## src/rtl/out_to_between_tx.sv

```systemverilog
// Generic FIFO: registered occupancy, power-of-2 depth, pointers wrap naturally.
// Latency: a pushed word is visible at the head the cycle after the push edge.
// Backpressure: push_rdy = !full from registered occupancy; a full FIFO refuses a push even while popping.
module out_to_between_tx_fifo #(
  parameter int WIDTH = 8,
  parameter int DEPTH = 4
) (
  input  logic             clk,
  input  logic             reset,
  input  logic             push_vld,
  input  logic [WIDTH-1:0] push_dat,
  output logic             push_rdy,
  output logic             pop_vld,
  input  logic             pop_rdy,
  output logic [WIDTH-1:0] pop_dat
);
  localparam int AW = $clog2(DEPTH);
  localparam logic [AW:0] FULL_CNT = DEPTH[AW:0];

  logic [WIDTH-1:0] mem_q [DEPTH];
  logic [WIDTH-1:0] mem_d [DEPTH];
  logic [AW-1:0]    wr_ptr_q, wr_ptr_d;
  logic [AW-1:0]    rd_ptr_q, rd_ptr_d;
  logic [AW:0]      cnt_q, cnt_d;
  logic             push_fire, pop_fire;

  assign push_rdy  = (cnt_q != FULL_CNT);
  assign pop_vld   = (cnt_q != '0);
  assign pop_dat   = mem_q[rd_ptr_q];
  assign push_fire = push_vld && push_rdy;
  assign pop_fire  = pop_rdy && pop_vld;

  // Next-state for storage, pointers and occupancy.
  always_comb begin
    mem_d    = mem_q;
    wr_ptr_d = wr_ptr_q;
    rd_ptr_d = rd_ptr_q;
    cnt_d    = cnt_q;
    if (push_fire) begin
      mem_d[wr_ptr_q] = push_dat;
      wr_ptr_d        = wr_ptr_q + AW'(1);
    end
    if (pop_fire) begin
      rd_ptr_d = rd_ptr_q + AW'(1);
    end
    case ({push_fire, pop_fire})
      2'b10:   cnt_d = cnt_q + (AW+1)'(1);
      2'b01:   cnt_d = cnt_q - (AW+1)'(1);
      default: cnt_d = cnt_q;
    endcase
  end

  // Control registers; reset empties the buffer.
  always_ff @(posedge clk) begin
    if (reset) begin
      wr_ptr_q <= '0;
      rd_ptr_q <= '0;
      cnt_q    <= '0;
    end else begin
      wr_ptr_q <= wr_ptr_d;
      rd_ptr_q <= rd_ptr_d;
      cnt_q    <= cnt_d;
    end
  end

  // Storage needs no reset: occupancy guards every read.
  always_ff @(posedge clk) begin
    mem_q <= mem_d;
  end
endmodule

// Buffered inter-board word sender using a 4-phase tsent/trecieve handshake with watchdog.
// Latency: word pushed into an empty idle block at edge N drives tsent=1 after edge N+1; >=3 cycles/word.
// Backpressure: in_ready drops when DEPTH words are buffered; remote stalls bounded by TIMEOUT per phase.
module out_to_between_tx #(
  parameter int WIDTH   = 8,
  parameter int DEPTH   = 4,
  parameter int TIMEOUT = 1023,
  parameter int CNT_W   = 16
) (
  input  logic             clk,
  input  logic             reset,
  input  logic             in_valid,
  input  logic [WIDTH-1:0] in_data,
  output logic             in_ready,
  output logic [WIDTH-1:0] t_data,
  output logic             tsent,
  input  logic             trecieve,
  output logic             busy,
  output logic             done,
  output logic             timeout_err,
  output logic [CNT_W-1:0] sent_count
);
  localparam int WD_W = (TIMEOUT < 2) ? 1 : $clog2(TIMEOUT);
  localparam int WD_LAST_I = (TIMEOUT == 0) ? 0 : TIMEOUT - 1;
  localparam logic [WD_W-1:0] WD_LAST = WD_LAST_I[WD_W-1:0];
  localparam bit WD_EN = (TIMEOUT != 0);

  typedef enum logic [1:0] {IDLE, SEND, RELEASE} state_t;

  state_t           state_q, state_d;
  logic [WIDTH-1:0] t_data_q, t_data_d;
  logic             tsent_q, tsent_d;
  logic             done_q, done_d;
  logic             err_q, err_d;
  logic [CNT_W-1:0] sent_count_q, sent_count_d;
  logic [WD_W-1:0]  wd_q, wd_d;
  logic             head_vld, pop_rdy, wd_expire;
  logic [WIDTH-1:0] head_dat;

  out_to_between_tx_fifo #(.WIDTH(WIDTH), .DEPTH(DEPTH)) u_fifo (
    .clk      (clk),
    .reset    (reset),
    .push_vld (in_valid),
    .push_dat (in_data),
    .push_rdy (in_ready),
    .pop_vld  (head_vld),
    .pop_rdy  (pop_rdy),
    .pop_dat  (head_dat)
  );

  assign wd_expire   = WD_EN && (wd_q == WD_LAST);
  assign t_data      = t_data_q;
  assign tsent       = tsent_q;
  assign done        = done_q;
  assign timeout_err = err_q;
  assign sent_count  = sent_count_q;
  assign busy        = (state_q != IDLE) || head_vld;

  // Handshake sequencing; handshake events win over a same-cycle watchdog expiry.
  always_comb begin
    state_d      = state_q;
    t_data_d     = t_data_q;
    tsent_d      = tsent_q;
    done_d       = 1'b0;
    err_d        = 1'b0;
    sent_count_d = sent_count_q;
    wd_d         = wd_q + WD_W'(1);
    pop_rdy      = 1'b0;
    case (state_q)
      IDLE: begin
        wd_d = '0;
        // Never start while the remote still acknowledges a previous word.
        if (head_vld && !trecieve) begin
          pop_rdy  = 1'b1;
          t_data_d = head_dat;
          tsent_d  = 1'b1;
          state_d  = SEND;
        end
      end
      SEND: begin
        if (trecieve) begin
          tsent_d = 1'b0;
          wd_d    = '0;
          state_d = RELEASE;
        end else if (wd_expire) begin
          tsent_d  = 1'b0;
          t_data_d = '0;
          err_d    = 1'b1;
          wd_d     = '0;
          state_d  = IDLE;
        end
      end
      RELEASE: begin
        if (!trecieve) begin
          done_d       = 1'b1;
          sent_count_d = sent_count_q + CNT_W'(1);
          t_data_d     = '0;
          wd_d         = '0;
          state_d      = IDLE;
        end else if (wd_expire) begin
          err_d    = 1'b1;
          t_data_d = '0;
          wd_d     = '0;
          state_d  = IDLE;
        end
      end
      default: begin
        wd_d    = '0;
        state_d = IDLE;
      end
    endcase
  end

  // FSM state and all registered outputs.
  always_ff @(posedge clk) begin
    if (reset) begin
      state_q      <= IDLE;
      t_data_q     <= '0;
      tsent_q      <= 1'b0;
      done_q       <= 1'b0;
      err_q        <= 1'b0;
      sent_count_q <= '0;
      wd_q         <= '0;
    end else begin
      state_q      <= state_d;
      t_data_q     <= t_data_d;
      tsent_q      <= tsent_d;
      done_q       <= done_d;
      err_q        <= err_d;
      sent_count_q <= sent_count_d;
      wd_q         <= wd_d;
    end
  end
endmodule

```

## config.mk

```make
export PLATFORM = sky130hd
export DESIGN_NAME = out_to_between_tx
export DESIGN_NICKNAME = d
export VERILOG_FILES = /design/src/rtl/out_to_between_tx.sv
export SDC_FILE = /design/constraint.sdc
export NUM_CORES = 1
export LEC_CHECK = 0
export BUFFER_PORTS_ARGS = -buffer_cell sky130_fd_sc_hd__buf_2
export CAP_MARGIN = 10
export CORE_MARGIN = 2
export CORE_UTILIZATION = 40
export DETAILED_ROUTE_END_ITERATION = 10
export PLACE_DENSITY = 0.57
export SLEW_MARGIN = 0
export SYNTH_ARGS = -nofsm -noshare
export SYNTH_HDL_FRONTEND = slang
export SYNTH_SLANG_ARGS = --single-unit
```

## constraint.sdc

```tcl
create_clock -name clk -period 2.3 [get_ports clk]
set_input_delay 0.46 -clock clk [delete_from_list [all_inputs] [get_ports clk]]
set_output_delay 0.46 -clock clk [all_outputs]
set_load 0.005 [all_outputs]
```

==> results.md, run 1 <==
* Horizontal die dimension at 97.6 um
* Minimum clock period after layout at 2.20 ns
* H-tree depth reported by CTS at 3
* Worst slew slack as a fraction of its limit at between 50 and 60%
* Worst path top cell family by delay: simple AND/OR/NAND/NOR gates
* Detailed-route DRC error count at 0
* Number of different library cells in the post-synthesis netlist at 49
* Crit-path slowest cell: sky130_fd_sc_hd__or4b_4
* Total overflow reported by the global router at 0
* Hold buffer count at cts at 0
* Total wire length at 6720 um
* Count of routing violations after the opening detailed-route iteration at 119
* Predominant post-synthesis flop cell: sky130_fd_sc_hd__dfxtp_1
* Port bufs at 40
* Stage delay of the slowest cell on the critical path at between 0.4 and 0.5 ns
* First-pass GRT wire length at 11300 um
* Clock tree from TritonCTS: yes
* Vias per Instance at 5.21
* Post-synthesis instance area at approximately 0.0035 mm^2
* Post-synthesis register bit count at a little under 80
* Detailed-router iteration count before antenna repair at 4
* Root buffer selected by CTS: sky130_fd_sc_hd__clkbuf_8
* Final Cycle Share at 95.7%
* Kind of end point of the critical path: primary output
* DIE HEIGHT at between 90 and 100 um
* Uppermost metal layer occupied by signal nets: met4
* Number of failing hold endpoints at the final stage at 0
* Pwr Density at 936 mW/mm^2
* Final TNS setup at 0 ns
* Number of standard cells after synthesis at 311
* Metal1 wirelength at 2980 um
* Total length of routed met3 wires at 288 um
* Static power due to leakage at 1.56 nW
* Type of origin of the critical path: flop
* Final GP Congestion at 0.802
* Crit Path Max Fanout at 5
* Per-cell routed wire length at 14.2 um
* Post-route worst hold slack at roughly 0.31 ns
* Category of the critical setup timing path: flop to primary output
* Aggregate global-route resource usage at roughly 15%
* Diodes inserted at 0
* DR WL met2 at 3350 um
* Arrival time worst endpoint at about 1.7 ns
* Final setup violation count at 0
* Portion of the post-synthesis area used by sequential elements at 53.7%
* Status: complete, no violations
* Final net count at ~390
* Antenna violations before repair at 0
* Critical-path cell list: inv_1 > ha_2 > buf_4 > or4b_4 > buf_2
* Sum of buffers and inverters on the critical path at 3
* Data required time of the critical path at 1.84 ns
* Total clock buffers created by CTS at 9
* Max Clock Freq at between 0.4 and 0.5 GHz
* Async set-or-reset flop fraction in the synthesized netlist at 0%
* Max-Cap Viols at 0
* RSZ-0062 raised after global routing: no
* Fraction of final layout cells sized beyond drive strength 1 at 26.5%
* Synth Net Count at 336
* Synthesized area per cell at 11.3 um^2
* Number of flops mapped to enable cells by yosys at 32
* Starting density of the core at 40.8%
* Slew at the pin closest to its max-slew limit at 0.608 ns
* Number of primary I/O pins at roughly 40
* Via count of the first global-routing pass at 2370
* Yosys warning count at 0
* Area of placed instances at between 0.003 and 0.004 mm^2
* Layout overhead on the synthesized area at 16.6%
* CTS clock-pin slew for the worst setup and hold paths at approximately 0.10 ns
* Maximum buffer depth of the clock tree at 2
* Largest net degree at the start of global routing at 36
* Clock sink count at 78
* Layout Cell Area excl Fill at just over 0.004 mm^2
* Kind of path behind the tightest hold check: input pin to flop
* Core Footprint at about 0.0086 mm^2
* Max-slew violations at 0
* Remaining antenna violation count after routing at 0
* Worst vdd ir at 0.467 mV
* Setup skew after layout at 0.0138 ns
* Overall via count from detail_route at 2470
* # rows at 34
* Final HPWL from detailed placement at 4700 um
* Full die area at 0.00953 mm^2
* Clock latency on the worst-skew pair at 0.35 ns
[per-layer routing]
metal  track usage, %  vias to the layer above
li1                 -                     1223
met3             4.39                        8
met5                0                        -
met1             17.1                     1201
met4             5.13                        0
met2             26.0                       38
[worst register-to-register path, delay by kind of cell, from the launching register on]
family / cells / cell delay (ns)
compound gates: 1 / 0.12
xor+xnor: 1 / 0.15
fa+ha+maj: 2 / 0.51
buf+inv: 2 / 0.10
flops: 1 / 0.33
simple gates: 3 / 0.93
[power by group]
group | total, mW | switching, mW | internal, mW
Clock | 0.996 | 0.570 | 0.426
Combinational | 1.07 | 0.553 | 0.521
Sequential | 1.75 | 0.138 | 1.62
[cell usage after synthesis, types with 3 or more instances]
master / number / share of area (%)
sky130_fd_sc_hd__xnor2_1: 12 / 3.0
sky130_fd_sc_hd__edfxtp_1: 32 / 27
sky130_fd_sc_hd__mux4_2: 8 / 5.1
sky130_fd_sc_hd__xor2_1: 12 / 3.0
sky130_fd_sc_hd__and2_1: 4 / 0.71
sky130_fd_sc_hd__nor2b_1: 3 / 0.54
sky130_fd_sc_hd__and3_1: 6 / 1.1
sky130_fd_sc_hd__a311oi_1: 8 / 2.0
sky130_fd_sc_hd__buf_1: 4 / 0.43
sky130_fd_sc_hd__dfxtp_1: 46 / 26
sky130_fd_sc_hd__buf_2: 8 / 1.1
sky130_fd_sc_hd__inv_1: 20 / 2.1
sky130_fd_sc_hd__nand2_1: 22 / 2.4
sky130_fd_sc_hd__ha_1: 12 / 4.3
sky130_fd_sc_hd__nor3_1: 7 / 1.0
sky130_fd_sc_hd__nor2_1: 32 / 3.4
sky130_fd_sc_hd__nand3_1: 14 / 2.0
sky130_fd_sc_hd__nand4_1: 8 / 1.4
sky130_fd_sc_hd__a21oi_1: 12 / 1.7
sky130_fd_sc_hd__a41oi_1: 8 / 2.0
[registers in the layout, indices dropped and copies added (netlist names)]
signal and count:
u_fifo.cnt_q 3, state_q 2, done 1, u_fifo.wr_ptr_q 2
timeout_err 1, t_data 8, sent_count 16, wd_q 10
u_fifo.mem_q 32, tsent 1, u_fifo.rd_ptr_q 2
[cells in the final DEF, fill, tap and decap left out, drive strengths merged, types with 2 or more instances in the layout]
cell type / n
a21oi: 13
a311oi: 8
a41oi: 8
and2: 4
and3: 6
and4: 2
and4b: 2
buf: 53
clkbuf: 9
dfxtp: 46
edfxtp: 32
ha: 12
inv: 26
mux2: 2
mux4: 8
nand2: 22
nand3: 15
nand4: 9
nor2: 32
nor2b: 3
nor3: 7
nor4: 3
o21ai: 2
or3: 2
xnor2: 12
xor2: 12
[worst paths after layout]
check	end	cells after the start	startpoint	slack [ns]
hold reg to reg	wd_q[0]	1	wd_q[0]	0.48
hold / removal	u_fifo.mem_q[26]	1	in_data[2]	0.31
setup reg to reg	u_fifo.cnt_q[2]	9	u_fifo.cnt_q[0]	0.1
setup / recovery	busy	5	state_q[0]	0.1
[final cells by class]
type                    count  area [um^2]
flip-flops and latches     78         1880
clock inverters             7         67.6
well taps                 108          135
fillers                   808         4510
inverters                  21         78.8
repair buffers             53          298
clock buffers               9          124
multi-input cells         198         1500
[per-stage QoR]
stage                     total power, mW  worst slack [ns]  utilization, %  cells
after floorplan                      2.47            0.0443               -    311
after global placement               2.77            0.0819            44.9    457
after detailed placement             2.79           0.00925            44.9    457
after CTS                            3.84            0.0240            47.3    474
after global routing                 4.06           0.00521            47.6    474
final                                3.82            0.0980            47.6    474
[kinds of logic (layout without fill, tap and decap cells)]
group / after synthesis / after routing / synth area share [%]
muxes: 11 / 11 / 6.07
AOI/OAI and AO/OA: 34 / 34 / 6.92
buffers and inverters: 35 / 90 / 4.35
and+or+nand+nor: 116 / 116 / 18.1
DFF: 78 / 78 / 53.7
adders and majority gates: 13 / 13 / 4.85
xor gates and xnor gates: 24 / 24 / 6.00
[timing repair]
item | 4_1_cts | 5_1_grt
pin swaps | 0 | 2
setup endpoints to repair | 2 | 2
buffers inserted | 1 | 0
gates resized for setup | 1 | 11
Note: power is estimated with default switching activity, not from simulation.
==> run 2, diff against run 1 <==
--- a/config.mk
+++ b/config.mk
@@ -7,7 +7,7 @@
 export LEC_CHECK = 0
 export BUFFER_PORTS_ARGS = -buffer_cell sky130_fd_sc_hd__buf_2
 export CAP_MARGIN = 10
-export CORE_MARGIN = 2
+export CORE_MARGIN = 8
 export CORE_UTILIZATION = 40
 export DETAILED_ROUTE_END_ITERATION = 10
 export PLACE_DENSITY = 0.57
==> run 2 against run 1 <==
Against the previous run:
- cell area is 0.40% higher
- first-iteration DRC count is 45% lower
- clock skew is 0.0028 ns lower
- power is 2.1% higher
- final cell count is 0.42% higher
- worst setup slack worse by 0.051 ns
- critical path depth is 4 higher
- combinational power is 4% higher
- sequential cell count stayed put
- fmax is 2.2% lower
- critical path type is now flop to flop
- largest cell class unchanged
- largest power group unchanged
==> results.md, run 2 (synthesis results as in run 1) <==
* Port bufs at 40 (unchanged)
* First-pass GRT wire length at 11200 um (-0.74%)
* Biggest register: u_fifo.mem_q
* Starting density of the core at 40.8% (unchanged)
* Most used cells in the layout excluding fill and tap cells: sky130_fd_sc_hd__dfxtp_1, sky130_fd_sc_hd__buf_2, sky130_fd_sc_hd__nor2_1, sky130_fd_sc_hd__edfxtp_1, sky130_fd_sc_hd__nand2_1
* Clock tree from TritonCTS: yes
* Total wire length at 6840 um (+1.8%)
* Via count of the first global-routing pass at 2421 (+2.2%)
* Root buffer selected by CTS: sky130_fd_sc_hd__clkbuf_8
* Detailed-router iteration count before antenna repair at 4 (unchanged)
* Max-Cap Viols at 0 (unchanged)
* Final setup violation count at 0 (unchanged)
* Per-cell routed wire length at 14.4 um (+1.3%)
* Horizontal die dimension at 110 um (+12%)
* DIE HEIGHT at 110 um (+12%)
* Worst setup slack after layout at 0.0474 ns (-0.0507 ns)
* Pwr Density at 952 mW/mm^2 (+1.7%)
* Final HPWL from detailed placement at 4770 um (+1.6%)
* Full die area at 0.0120 mm^2 (+26%)
* Vias per Instance at 5.14 (-1.4%)
* Minimum setup slack after placement at 0.0159 ns (+0.00665 ns)
* Core Footprint at 0.00859 mm^2 (unchanged)
* Fraction of final layout cells sized beyond drive strength 1 at 26.1% (-0.42 points)
* Detailed-route DRC error count at 0 (unchanged)
* Largest net degree at the start of global routing at 36 (unchanged)
* Crit Path Max Fanout at 3 (-2)
* Final GP Congestion at 0.771 (-3.9%)
* Static power due to leakage at 1.57 nW (+0.61%)
* Setup skew after layout at 0.0110 ns (-0.00280 ns)
* H-tree depth reported by CTS at 3 (unchanged)
* Total clock buffers created by CTS at 9 (unchanged)
* Data required time of the critical path at 2.58 ns (+0.74 ns)
* Max Clock Freq at 0.444 GHz (-2.2%)
* Max-slew violations at 0 (unchanged)
* Worst vdd ir at 0.455 mV (-2.6%)
* Clock latency on the worst-skew pair at 0.35 ns (about the same)
* Diodes inserted at 0 (unchanged)
* Number of failing hold endpoints at the final stage at 0 (unchanged)
* # rows at 34 (unchanged)
* Slew at the pin closest to its max-slew limit at 0.615 ns (+0.00695 ns)
* Most common cell after layout, fill and taps aside: sky130_fd_sc_hd__dfxtp_1
* Arrival time worst endpoint at 2.53 ns (+0.79 ns)
* Minimum clock period after layout at 2.25 ns (+0.0507 ns)
* Hold buffer count at cts at 0 (unchanged)
* CTS clock-pin slew for the worst setup and hold paths at 0.09 ns (about the same)
* RSZ-0062 raised after global routing: yes
* Kind of end point of the critical path: flop
* Aggregate global-route resource usage at 11.9% (-2.8 points)
* Kind of path behind the tightest hold check: input pin to flop
* Antenna violations before repair at 0 (unchanged)
* Overall via count from detail_route at 2445 (-1.0%)
* Type of origin of the critical path: flop
* Number of primary I/O pins at 41 (unchanged)
* Status: complete, no violations
* Category of the critical setup timing path: flop to flop
* Flip-flop count of the largest register, all copies and words added at 32 (unchanged)
* Final Cycle Share at 97.9% (+2.2 points)
* Clock sink count at 78 (unchanged)
* Total overflow reported by the global router at 0 (unchanged)
* Final net count at 388 (+0.52%)
* Layout overhead on the synthesized area at 17.0%
* Count of routing violations after the opening detailed-route iteration at 65 (-45%)
* Remaining antenna violation count after routing at 0 (unchanged)
* Total chip power at 3.91 mW (+2.1%)
* Worst slew slack as a fraction of its limit at 59.0% (-0.44 points)
* Maximum buffer depth of the clock tree at 2 (unchanged)
## run 2: timing repair
action | in CTS | in global routing
gates resized for setup | 1 | 7
endpoints found under the setup margin | 1 | 2
setup buffers | 0 | 4
## run 2: metrics by stage
stage | instances | setup TNS [ns] | utilization [%] | hold slack (ns) | area, um^2
after detailed placement | 456 | 0 | 44.8 | 0.470 | 3850
after global placement | 456 | 0 | 44.8 | 0.464 | 3850
final | 476 | 0 | 47.7 | 0.316 | 4100
after global routing | 476 | -0.0314 | 47.7 | 0.302 | 4100
after CTS | 472 | 0 | 47.2 | 0.304 | 4060
after floorplan | 311 | 0 | - | 0.441 | 3510
## run 2: cell type report
class / instances / area (um^2)
clock inverters: 7 / 80.1
clock buffers: 9 / 124
repair buffers: 55 / 313
well taps: 108 / 135
inverters: 21 / 78.8
fillers: 792 / 4490
multi-input cells: 198 / 1490
flip-flops and latches: 78 / 1880
## run 2: per-layer routing
metal | part of all wire, % | GRT usage (%) | wire length (um) | up-vias
li1 | - | - | - | 1222
met1 | 45 | 13.2 | 3070 | 1171
met2 | 49 | 20.6 | 3340 | 41
met3 | 4.6 | 3.69 | 317 | 11
met4 | 1.6 | 5.59 | 110 | 0
met5 | 0 | 0 | 0 | -
## run 2: where the power goes
group / internal (mW) / total (mW) / switching (mW)
logic: 0.560 / 1.11 / 0.547
registers: 1.62 / 1.76 / 0.142
clock network: 0.512 / 1.04 / 0.529
## run 2: path summary, 6_finish.rpt
kind	startpoint	to	slack (ns)	cells past startpoint
max reg2reg	u_fifo.cnt_q[0]	u_fifo.cnt_q[2]	0.05	9
min	in_data[1]	u_fifo.mem_q[25]	0.32	1
min reg2reg	wd_q[0]	wd_q[0]	0.48	1
max	u_fifo.cnt_q[0]	u_fifo.cnt_q[2]	0.05	9
## run 2: worst max-delay path: stages, from the launching register on
cell and delay, ns:
sky130_fd_sc_hd__dfxtp_1 0.32, sky130_fd_sc_hd__or3b_4 0.40, sky130_fd_sc_hd__and2_4 0.18, sky130_fd_sc_hd__inv_1 0.07, sky130_fd_sc_hd__ha_2 0.18, sky130_fd_sc_hd__inv_1 0.05, sky130_fd_sc_hd__fa_1 0.37, sky130_fd_sc_hd__xor2_1 0.16
sky130_fd_sc_hd__or3_1 0.33, sky130_fd_sc_hd__a21oi_2 0.14
==> run 3, diff against run 2 <==
--- a/config.mk
+++ b/config.mk
@@ -5,12 +5,12 @@
 export SDC_FILE = /design/constraint.sdc
 export NUM_CORES = 1
 export LEC_CHECK = 0
-export BUFFER_PORTS_ARGS = -buffer_cell sky130_fd_sc_hd__buf_2
 export CAP_MARGIN = 10
 export CORE_MARGIN = 8
 export CORE_UTILIZATION = 40
 export DETAILED_ROUTE_END_ITERATION = 10
-export PLACE_DENSITY = 0.57
+export DONT_BUFFER_PORTS = 1
+export PLACE_DENSITY = 0.53
 export SLEW_MARGIN = 0
 export SYNTH_ARGS = -nofsm -noshare
 export SYNTH_HDL_FRONTEND = slang
==> run 3 against run 2 <==
Against the previous run:
- die area unchanged
- register-to-register slack improved by 0.06 ns
- critical path type unchanged
- first-iteration DRC count increased by 35%
- worst setup slack better by 0.060 ns
- sequential cell count stayed put
==> results.md, run 3 (synthesis results as in run 1) <==
* Clock latency on the worst-skew pair at 0.35 ns (about the same)
* Remaining antenna violation count after routing at 0 (unchanged)
* Sum of buffers and inverters on the critical path at 2 (unchanged)
* Total overflow reported by the global router at 0 (unchanged)
* Stage delay of the slowest cell on the critical path at 0.39 ns (about the same)
* Root buffer selected by CTS: sky130_fd_sc_hd__clkbuf_8
* Worst path top cell family by delay: simple AND/OR/NAND/NOR gates
* Endpoint of the most critical setup path: u_fifo.cnt_q[2]
* Static power due to leakage at 1.35 nW (-14%)
* # rows at 34 (unchanged)
* Total clock buffers created by CTS at 9 (unchanged)
* Critical-path cell list: or3b_4 > and2_4 > inv_2 > ha_4 > inv_2 > fa_2 > xor2_2 > or3_4 > a21oi_2
* Max-slew violations at 0 (unchanged)
* Area of placed instances at 0.00363 mm^2 (-5.6%)
* CTS clock-pin slew for the worst setup and hold paths at 0.09 ns (about the same)
* Worst setup slack after layout at 0.107 ns (+0.0595 ns)
* Data required time of the critical path at 2.60 ns (+0.02 ns)
* Final core utilization at 45.2% (-2.6 points)
* Met1 Use GR at 13.4% (+0.24 points)
* Diodes inserted at 0 (unchanged)
* Kind of path behind the tightest hold check: input pin to flop
* Largest net degree at the start of global routing at 37 (+2.8%)
* Arrival time worst endpoint at 2.49 ns (-0.04 ns)
* Overall via count from detail_route at 2271 (-7.1%)
* Depth of the most critical reg-to-reg path at 9 (unchanged)
* Fin cells at 431 (-9.5%)
* Fraction of final layout cells sized beyond drive strength 1 at 18.0% (-8.1 points)
* Port bufs at 0 (-100%)
* Count of routing violations after the opening detailed-route iteration at 88 (+35%)
* Slew at the pin closest to its max-slew limit at 0.652 ns (+0.0375 ns)
* Pwr Density at 950 mW/mm^2 (-0.21%)
* Number of primary I/O pins at 41 (unchanged)
* Worst slew slack as a fraction of its limit at 56.5% (-2.5 points)
* Biggest register: u_fifo.mem_q
* Layout overhead on the synthesized area at 10.7%
* Number of failing hold endpoints at the final stage at 0 (unchanged)
* Final GP Congestion at 0.744 (-3.4%)
* Per-cell routed wire length at 16.0 um (+11%)
* Crit Path Max Fanout at 3 (unchanged)
* Launch point of the worst path: u_fifo.cnt_q[1]
* Aggregate global-route resource usage at 12.1% (+0.18 points)
* Final Cycle Share at 95.4% (-2.6 points)
* Flip-flop count of the largest register, all copies and words added at 32 (unchanged)
* Maximum buffer depth of the clock tree at 2 (unchanged)
* Vias per Instance at 5.27 (+2.6%)
* Via count of the first global-routing pass at 2227 (-8.0%)
* Minimum setup slack after placement at 0.0532 ns (+0.0373 ns)
* DIE HEIGHT at 110 um (unchanged)
* First-pass GRT wire length at 11200 um (-0.12%)
* Core Footprint at 0.00859 mm^2 (unchanged)
* Total wire length at 6890 um (+0.83%)
* Hold path startpoint: reset
* Filler Cells Inserted at 807 (+1.9%)
* Busiest metal layer after global routing: met2
* Antenna violations before repair at 0 (unchanged)
* Most common cell after layout, fill and taps aside: sky130_fd_sc_hd__dfxtp_1
* Number of stages on the worst setup path at 9 (unchanged)
* Most used cells in the layout excluding fill and tap cells: sky130_fd_sc_hd__dfxtp_1, sky130_fd_sc_hd__nor2_1, sky130_fd_sc_hd__edfxtp_1
* Detailed-route DRC error count at 0 (unchanged)
* Full die area at 0.0120 mm^2 (unchanged)
* Horizontal die dimension at 110 um (unchanged)
* Setup skew after layout at 0.00744 ns (-0.00354 ns)
* Layout Cell Area excl Fill at 0.00388 mm^2 (-5.4%)
* Met2 Track Usage GR at 20.2% (-0.39 points)
* Max-Cap Viols at 0 (unchanged)
* Cell total after placement at 414 (-9.2%)
* Crit-path slowest cell: sky130_fd_sc_hd__or3b_4
* H-tree depth reported by CTS at 3 (unchanged)
* Detailed-router iteration count before antenna repair at 4 (unchanged)
* FF+latch area at 0.00189 mm^2 (+0.13%)
* Kind of end point of the critical path: flop
* Final HPWL from detailed placement at 4780 um (+0.16%)
* Met3 routing resource usage after global routing at 4.92% (+1.2 points)
* Type of origin of the critical path: flop
* Capture instance of the worst register-to-register path: u_fifo.cnt_q[2]
* Hold buffer count at cts at 0 (unchanged)
* Register-to-register setup slack at 0.11 ns (+0.06 ns)
* Minimum clock period after layout at 2.19 ns (-0.0595 ns)
* Clock tree from TritonCTS: yes
* Worst reg2reg startpoint: u_fifo.cnt_q[1]
* Max Clock Freq at 0.456 GHz (+2.7%)
* Final TNS setup at 0 ns (unchanged)
* Category of the critical setup timing path: flop to flop
* Area occupied by multi-input gates at 0.00152 mm^2 (+2.1%)
* Final setup violation count at 0 (unchanged)
* Most frequent cell on the critical path: sky130_fd_sc_hd__inv_2
* Clock sink count at 78 (unchanged)
* Starting density of the core at 40.8% (unchanged)
* Status: complete, no violations
* Final net count at 343 (-12%)
* RSZ-0062 raised after global routing: no
* Worst vdd ir at 0.432 mV (-5.2%)
[run 3: power by group]
group / internal [mW] / switching (mW) / leakage (nW)
logic: 0.447 / 0.486 / 0.592
clock network: 0.416 / 0.551 / 0.0931
registers: 1.62 / 0.169 / 0.668
[run 3: how the worst min path moves through the flow]
| stage | slack, ns | end | depth (start not counted) |
|---|---|---|---|
| 2_1_floorplan | 0.44 | wd_q[0] | 1 |
| 3_3_place_gp | 0.47 | wd_q[0] | 1 |
| 3_5_place_dp | 0.47 | wd_q[0] | 1 |
| 4_1_cts | 0.14 | sent_count[14] | 1 |
| 5_1_grt | 0.14 | sent_count[13] | 1 |
| 6_report | 0.17 | sent_count[14] | 1 |
[run 3: cell type report]
type	instances	share of cell area (%)
flip-flops and latches	78	48.6
inverters	21	2.03
clock buffers	9	3.19
well taps	108	3.48
clock inverters	7	1.61
multi-input cells	198	39.1
repair buffers	10	1.93
[run 3: per-stage QoR]
step / power [mW] / hold slack, ns
after floorplan: 2.47 / 0.441
after global placement: 2.67 / 0.466
after detailed placement: 2.69 / 0.468
after CTS: 3.68 / 0.140
after global routing: 3.93 / 0.137
final: 3.69 / 0.165
[run 3: per-layer routing]
metal	vias up	wire length, um
li1	1138	-
met1	1071	2870
met2	50	3400
met3	12	499
met4	0	126
met5	-	0
[run 3: timing repair]
| action | in CTS | in global routing |
|---|---|---|
| gates resized for setup | 0 | 17 |
| setup endpoints to repair | 0 | 1 |
| buffers inserted | 0 | 1 |
